**config.mk**
```make
export PLATFORM = sky130hd
export DESIGN_NAME = mem_access_unit
export DESIGN_NICKNAME = d
export VERILOG_FILES = /design/src/rtl/mem_access_unit.sv
export SDC_FILE = /design/constraint.sdc
export NUM_CORES = 1
export LEC_CHECK = 0
export ABC_AREA = 0
export CAP_MARGIN = 15
export CELL_PAD_IN_SITES_DETAIL_PLACEMENT = 1
export CELL_PAD_IN_SITES_GLOBAL_PLACEMENT = 1
export CORE_ASPECT_RATIO = 1.5
export CORE_MARGIN = 4
export CORE_UTILIZATION = 34
export DETAILED_ROUTE_END_ITERATION = 7
export GPL_TIMING_DRIVEN = 0
export PLACE_DENSITY_LB_ADDON = 0.1
export SLEW_MARGIN = 20
export SYNTH_ARGS = -nofsm -noshare
export SYNTH_HDL_FRONTEND = slang
export SYNTH_SLANG_ARGS = --single-unit
```
**constraint.sdc**
```tcl
create_clock -name clk -period 2.9 [get_ports clk]
set_input_delay 0.29 -clock clk [delete_from_list [all_inputs] [get_ports clk]]
set_output_delay 0.29 -clock clk [all_outputs]
set_load 0.02 [all_outputs]
```
**src/rtl/mem_access_unit.sv**
```systemverilog
// MEM-stage load/store initiator for a word-addressed data memory.
// Handles lane extraction/extension on loads and read-modify-write for sub-word stores.
module mem_access_unit #(
    parameter int unsigned WORD_ADDR_BITS = 8
) (
    input  logic        clk,
    input  logic        rst,
    input  logic        req_valid,
    input  logic        mem_read,
    input  logic        mem_write,
    input  logic [2:0]  funct3,
    input  logic [31:0] addr,
    input  logic [31:0] store_data,
    output logic        dm_we,
    output logic        dm_re,
    output logic [31:0] dm_addr,
    output logic [31:0] dm_wdata,
    input  logic [31:0] dm_rdata,
    output logic        stall,
    output logic [31:0] load_data,
    output logic        load_valid,
    output logic        misaligned
);

    typedef enum logic {IDLE, RMW_WRITE} state_t;

    state_t                    state_q, state_d;
    logic [31:0]               rmw_word_q, rmw_word_d;
    logic [1:0]                rmw_lane_q, rmw_lane_d;
    logic                      rmw_half_q, rmw_half_d;
    logic [15:0]               rmw_data_q, rmw_data_d;
    logic [WORD_ADDR_BITS-1:0] rmw_idx_q, rmw_idx_d;
    logic [31:0]               load_data_q, load_data_d;
    logic                      load_valid_q, load_valid_d;
    logic                      misaligned_q, misaligned_d;

    logic                      is_b, is_h, is_w, legal, reject;
    logic [1:0]                lane;
    logic [WORD_ADDR_BITS-1:0] idx;
    logic [31:0]               shifted, extracted, merged;

    assign lane = addr[1:0];
    assign idx  = addr[WORD_ADDR_BITS+1:2];
    assign is_b = (funct3[1:0] == 2'b00);
    assign is_h = (funct3[1:0] == 2'b01);
    assign is_w = (funct3 == 3'b010);

    // Unsigned variants exist only for loads; stores accept b/h/w only.
    assign legal  = is_w || ((is_b || is_h) && !(mem_write && funct3[2]));
    assign reject = (mem_read && mem_write) || !legal
                 || (is_h && addr[0]) || (is_w && (lane != 2'b00));

    always_comb begin
        shifted   = dm_rdata >> {lane, 3'b000};
        extracted = dm_rdata;
        if (is_b) begin
            extracted = {{24{shifted[7] & ~funct3[2]}}, shifted[7:0]};
        end else if (is_h) begin
            extracted = {{16{shifted[15] & ~funct3[2]}}, shifted[15:0]};
        end
    end

    always_comb begin
        merged = rmw_word_q;
        if (rmw_half_q) begin
            if (rmw_lane_q[1]) merged[31:16] = rmw_data_q;
            else               merged[15:0]  = rmw_data_q;
        end else begin
            case (rmw_lane_q)
                2'd0:    merged[7:0]   = rmw_data_q[7:0];
                2'd1:    merged[15:8]  = rmw_data_q[7:0];
                2'd2:    merged[23:16] = rmw_data_q[7:0];
                default: merged[31:24] = rmw_data_q[7:0];
            endcase
        end
    end

    always_comb begin
        state_d      = state_q;
        rmw_word_d   = rmw_word_q;
        rmw_lane_d   = rmw_lane_q;
        rmw_half_d   = rmw_half_q;
        rmw_data_d   = rmw_data_q;
        rmw_idx_d    = rmw_idx_q;
        load_data_d  = load_data_q;
        load_valid_d = 1'b0;
        misaligned_d = 1'b0;
        dm_we        = 1'b0;
        dm_re        = 1'b0;
        dm_addr      = '0;
        dm_wdata     = '0;
        stall        = 1'b0;
        // Reset gates the memory interface combinationally so a pending RMW write never lands.
        if (!rst) begin
            case (state_q)
                IDLE: begin
                    if (req_valid && (mem_read || mem_write)) begin
                        if (reject) begin
                            misaligned_d = 1'b1;
                        end else if (mem_read) begin
                            dm_re                        = 1'b1;
                            dm_addr[WORD_ADDR_BITS-1:0]  = idx;
                            load_data_d                  = extracted;
                            load_valid_d                 = 1'b1;
                        end else if (is_w) begin
                            dm_we                        = 1'b1;
                            dm_addr[WORD_ADDR_BITS-1:0]  = idx;
                            dm_wdata                     = store_data;
                        end else begin
                            dm_re                        = 1'b1;
                            dm_addr[WORD_ADDR_BITS-1:0]  = idx;
                            stall                        = 1'b1;
                            rmw_word_d                   = dm_rdata;
                            rmw_lane_d                   = lane;
                            rmw_half_d                   = is_h;
                            rmw_data_d                   = store_data[15:0];
                            rmw_idx_d                    = idx;
                            state_d                      = RMW_WRITE;
                        end
                    end
                end
                RMW_WRITE: begin
                    dm_we                        = 1'b1;
                    dm_addr[WORD_ADDR_BITS-1:0]  = rmw_idx_q;
                    dm_wdata                     = merged;
                    state_d                      = IDLE;
                end
                default: state_d = IDLE;
            endcase
        end
    end

    always_ff @(posedge clk) begin
        if (rst) begin
            state_q      <= IDLE;
            rmw_word_q   <= '0;
            rmw_lane_q   <= '0;
            rmw_half_q   <= 1'b0;
            rmw_data_q   <= '0;
            rmw_idx_q    <= '0;
            load_data_q  <= '0;
            load_valid_q <= 1'b0;
            misaligned_q <= 1'b0;
        end else begin
            state_q      <= state_d;
            rmw_word_q   <= rmw_word_d;
            rmw_lane_q   <= rmw_lane_d;
            rmw_half_q   <= rmw_half_d;
            rmw_data_q   <= rmw_data_d;
            rmw_idx_q    <= rmw_idx_d;
            load_data_q  <= load_data_d;
            load_valid_q <= load_valid_d;
            misaligned_q <= misaligned_d;
        end
    end

    assign load_data  = load_data_q;
    assign load_valid = load_valid_q;
    assign misaligned = misaligned_q;

endmodule

```
==> qor.txt <==
outcome: finished clean
# rows: 56
clock slew at reported path FFs: 0.07 ns
count of buffers from port buffering: 155
dpl hpwl: 19.1 mm
Final Cycle Share: 0.963
root buf cell: clkbuf_16
drt first pass iters: 4
Net Switching: 0.000892 W
GR Util All Layers: 0.256
number of flops mapped to enable cells by yosys: 0
Slew HR: 0.428
Crit path depth: 5
fin nets: 1034
reg2reg path depth: 6
Critical Path RT: 2.61 ns
pwr dens: 412 mW/mm^2
grt ovf: 0
Buf+Inv Stages, Crit Path: 3
XOR/XNOR Fraction of Synth Area: 0
CTS tree: done
post-synthesis compound-gate area fraction: 0.280
VDD IR-drop max: 0.269 mV
sequential power share: 0.425
post-synthesis adder-cell area fraction: 0
register area: 0.00188 mm^2
H-tree depth: 3
most frequent cell after synthesis: nand2_1
largest net degree at the start of global routing: 17
total die area: 0.0181 mm^2
sequential element share of the synthesized area: 0.347
critical path's top delay family: buffers and inverters
CP Max Fanout: 10
CP Launch Type: flip-flop
final hold violation count: 0
initial antenna violation count: 0
CTS Buf Count: 9
worst hold path depth: 2
met3 Usage GRT: 0.0401
via count: 6020
Clock Power Share: 0.395
post-synthesis cell count: 739
post-route ant nets: 0
critical path class: flip-flop to output pin
power after layout: 0.00316 W
min-delay worst type: flip-flop to flip-flop
synth cell count leaders: nand2_1 (155), dfxtp_1 (94), nor2_1 (89)
Synth Warn #: 0
vias in the first global route: 6607
P_int: 0.00227 W
CTS max path bufs: 2
Synth area leaders: dfxtp_1 (35%), nand2_1 (11%), a21oi_1 (7.8%)
first-pass GRT wire length: 36.5 mm
Die H: 163 um
# hold bufs at CTS: 0
final WL: 23.4 mm
Fmax: 358 MHz
Logic pwr share: 0.180
max-cap violations: 0
Post-Synth Simple-Gate Area: 0.246
area grow syn2layout: 41.4%
Inserted Diodes: 0
Post-synth top flop: dfxtp_1
Final GP Congestion: 0.973
setup TNS: 0 ns
Worst-Skew Late Latency: 0.34 ns
clk_skew: 0.00780 ns
Worst Max-Slew Pin Slew: 0.857 ns
initial drt markers: 206
Pleak: 2.91 nW
Sw Ratio: 0.282
initial cell density of the core: 0.347
Fillers: 1985
Worst path slowest cell: clkbuf_1
min Tclk post-route: 2.79 ns
IO Count: 205
M2 GR Usage: 0.502
CP Data Arrival Time: 2.50 ns
mux contribution to synthesized area: 0.0302
synthesized area: 0.00543 mm^2
layout cells sized above 1: 0.107
Cell variety after synth: 50
top-area cell type share of the netlist area: 0.347
main combinational cell family by area after synthesis: compound AO/OA/AOI/OAI gates
DIE WIDTH: 111 um
TritonCTS sink count: 94
cell repeated most along the worst path: clkbuf_1
Max Slew Vio Count: 0
Yosys top cell by area: dfxtp_1
Async S/R FF share, synth: 0
GRT Max-Usage Layer: met2
Core Footprint: 0.0156 mm^2
Multi-input gate area: 0.00316 mm^2
register bit total from synthesis: 94
vias per cell: 5.29
Post-route DRC: 0
CP max stage delay: 0.44 ns
wire per inst: 20.6 um
met1 Usage GRT: 0.264
CP cell instances: clkbuf_1, clkbuf_1, o21ai_0, a311oi_1, dlygate4sd2_1
Final setup viols: 0
Worst Setup End Kind: output pin
Syn Area/Cell: 7.34 um^2
RSZ-0062 raised after global routing: false
cell usage in the layout, fill, tap and decap left out, types with 15 or more instances in the layout:
master,count
a21oi_1,85
nor2_1,88
clkbuf_1,34
nor2b_1,26
buf_4,31
nand2_1,155
o21ai_0,38
a22oi_1,15
a211oi_1,29
dlygate4sd2_1,33
dfxtp_1,94
conb_1,24
clkdlybuf4s50_1,117
power by group through the flow:
stage | registers (W) | logic, W | clock network (W)
after floorplan | 0.00139 | 0.000267 | 0
after global placement | 0.00137 | 0.000549 | 0
after detailed placement | 0.00137 | 0.000560 | 0
after CTS | 0.00134 | 0.000569 | 0.00128
after global routing | 0.00135 | 0.000616 | 0.00132
final | 0.00134 | 0.000570 | 0.00125
logic make-up (layout without fill, tap and decap cells):
group	Yosys count	in the layout
AO/OA/AOI/OAI	229	229
buffers and inverters	93	266
flip-flops	94	94
multiplexers	16	16
other	1	24
AND/OR/NAND/NOR	306	306
metal layers:
layer | part of all wire | routed length [um]
met5 | 0 | 0
met2 | 0.54 | 12700
met4 | 0.043 | 1010
met1 | 0.37 | 8750
met3 | 0.042 | 982
area by class of cell:
class	count	share of cell area
Clock inverter	6	0.00897
Tap cell	203	0.0331
Timing Repair Buffer	158	0.201
Inverter	4	0.00196
Clock buffer	10	0.0311
Multi-Input combinational cell	575	0.412
Sequential cell	94	0.245
Buffer	88	0.0669
state kept, by name (all words and copies together), names as in the netlist:
register    count
rmw_lane_q      2
rmw_half_q      1
rmw_data_q     16
rmw_word_q     32
misaligned      1
load_valid      1
rmw_idx_q       8
state_q         1
load_data      32
repair_timing:
item,in CTS,in global routing
setup endpoints to repair,43,22
resized for setup,47,7
pin swaps,2,2
buffers inserted,0,3
worst min-delay path: cells and delay by family (launching register included):
kind	cells	cell delay, ns
flops	1	0.31
simple gates	1	0.05
compound gates	1	0.05
through the flow:
step / utilization / area [um^2] / std cells / setup WS (ns) / hold slack [ns]
floorplan: - / 5510 / 762 / 0.767 / 0.426
global placement: 0.468 / 7320 / 1120 / -0.468 / 0.444
detailed placement: 0.468 / 7320 / 1120 / -0.465 / 0.451
CTS: 0.489 / 7640 / 1136 / 0.00678 / 0.462
global route: 0.491 / 7670 / 1138 / 0.00331 / 0.488
finish: 0.491 / 7670 / 1138 / 0.109 / 0.462
path summary, 6_finish.rpt:
kind | end | slack, ns | start
hold / removal | rmw_word_q[0]$_SDFFE_PP0P_ | 0.46 | rmw_word_q[0]$_SDFFE_PP0P_
setup / recovery | dm_wdata[2] | 0.11 | rmw_lane_q[1]$_SDFFE_PP0P_
hold reg to reg | rmw_word_q[0]$_SDFFE_PP0P_ | 0.46 | rmw_word_q[0]$_SDFFE_PP0P_
setup reg to reg | load_data[22]$_SDFFE_PP0P_ | 0.95 | state_q$_SDFF_PP0_
Power figures use the tool's default switching activity.
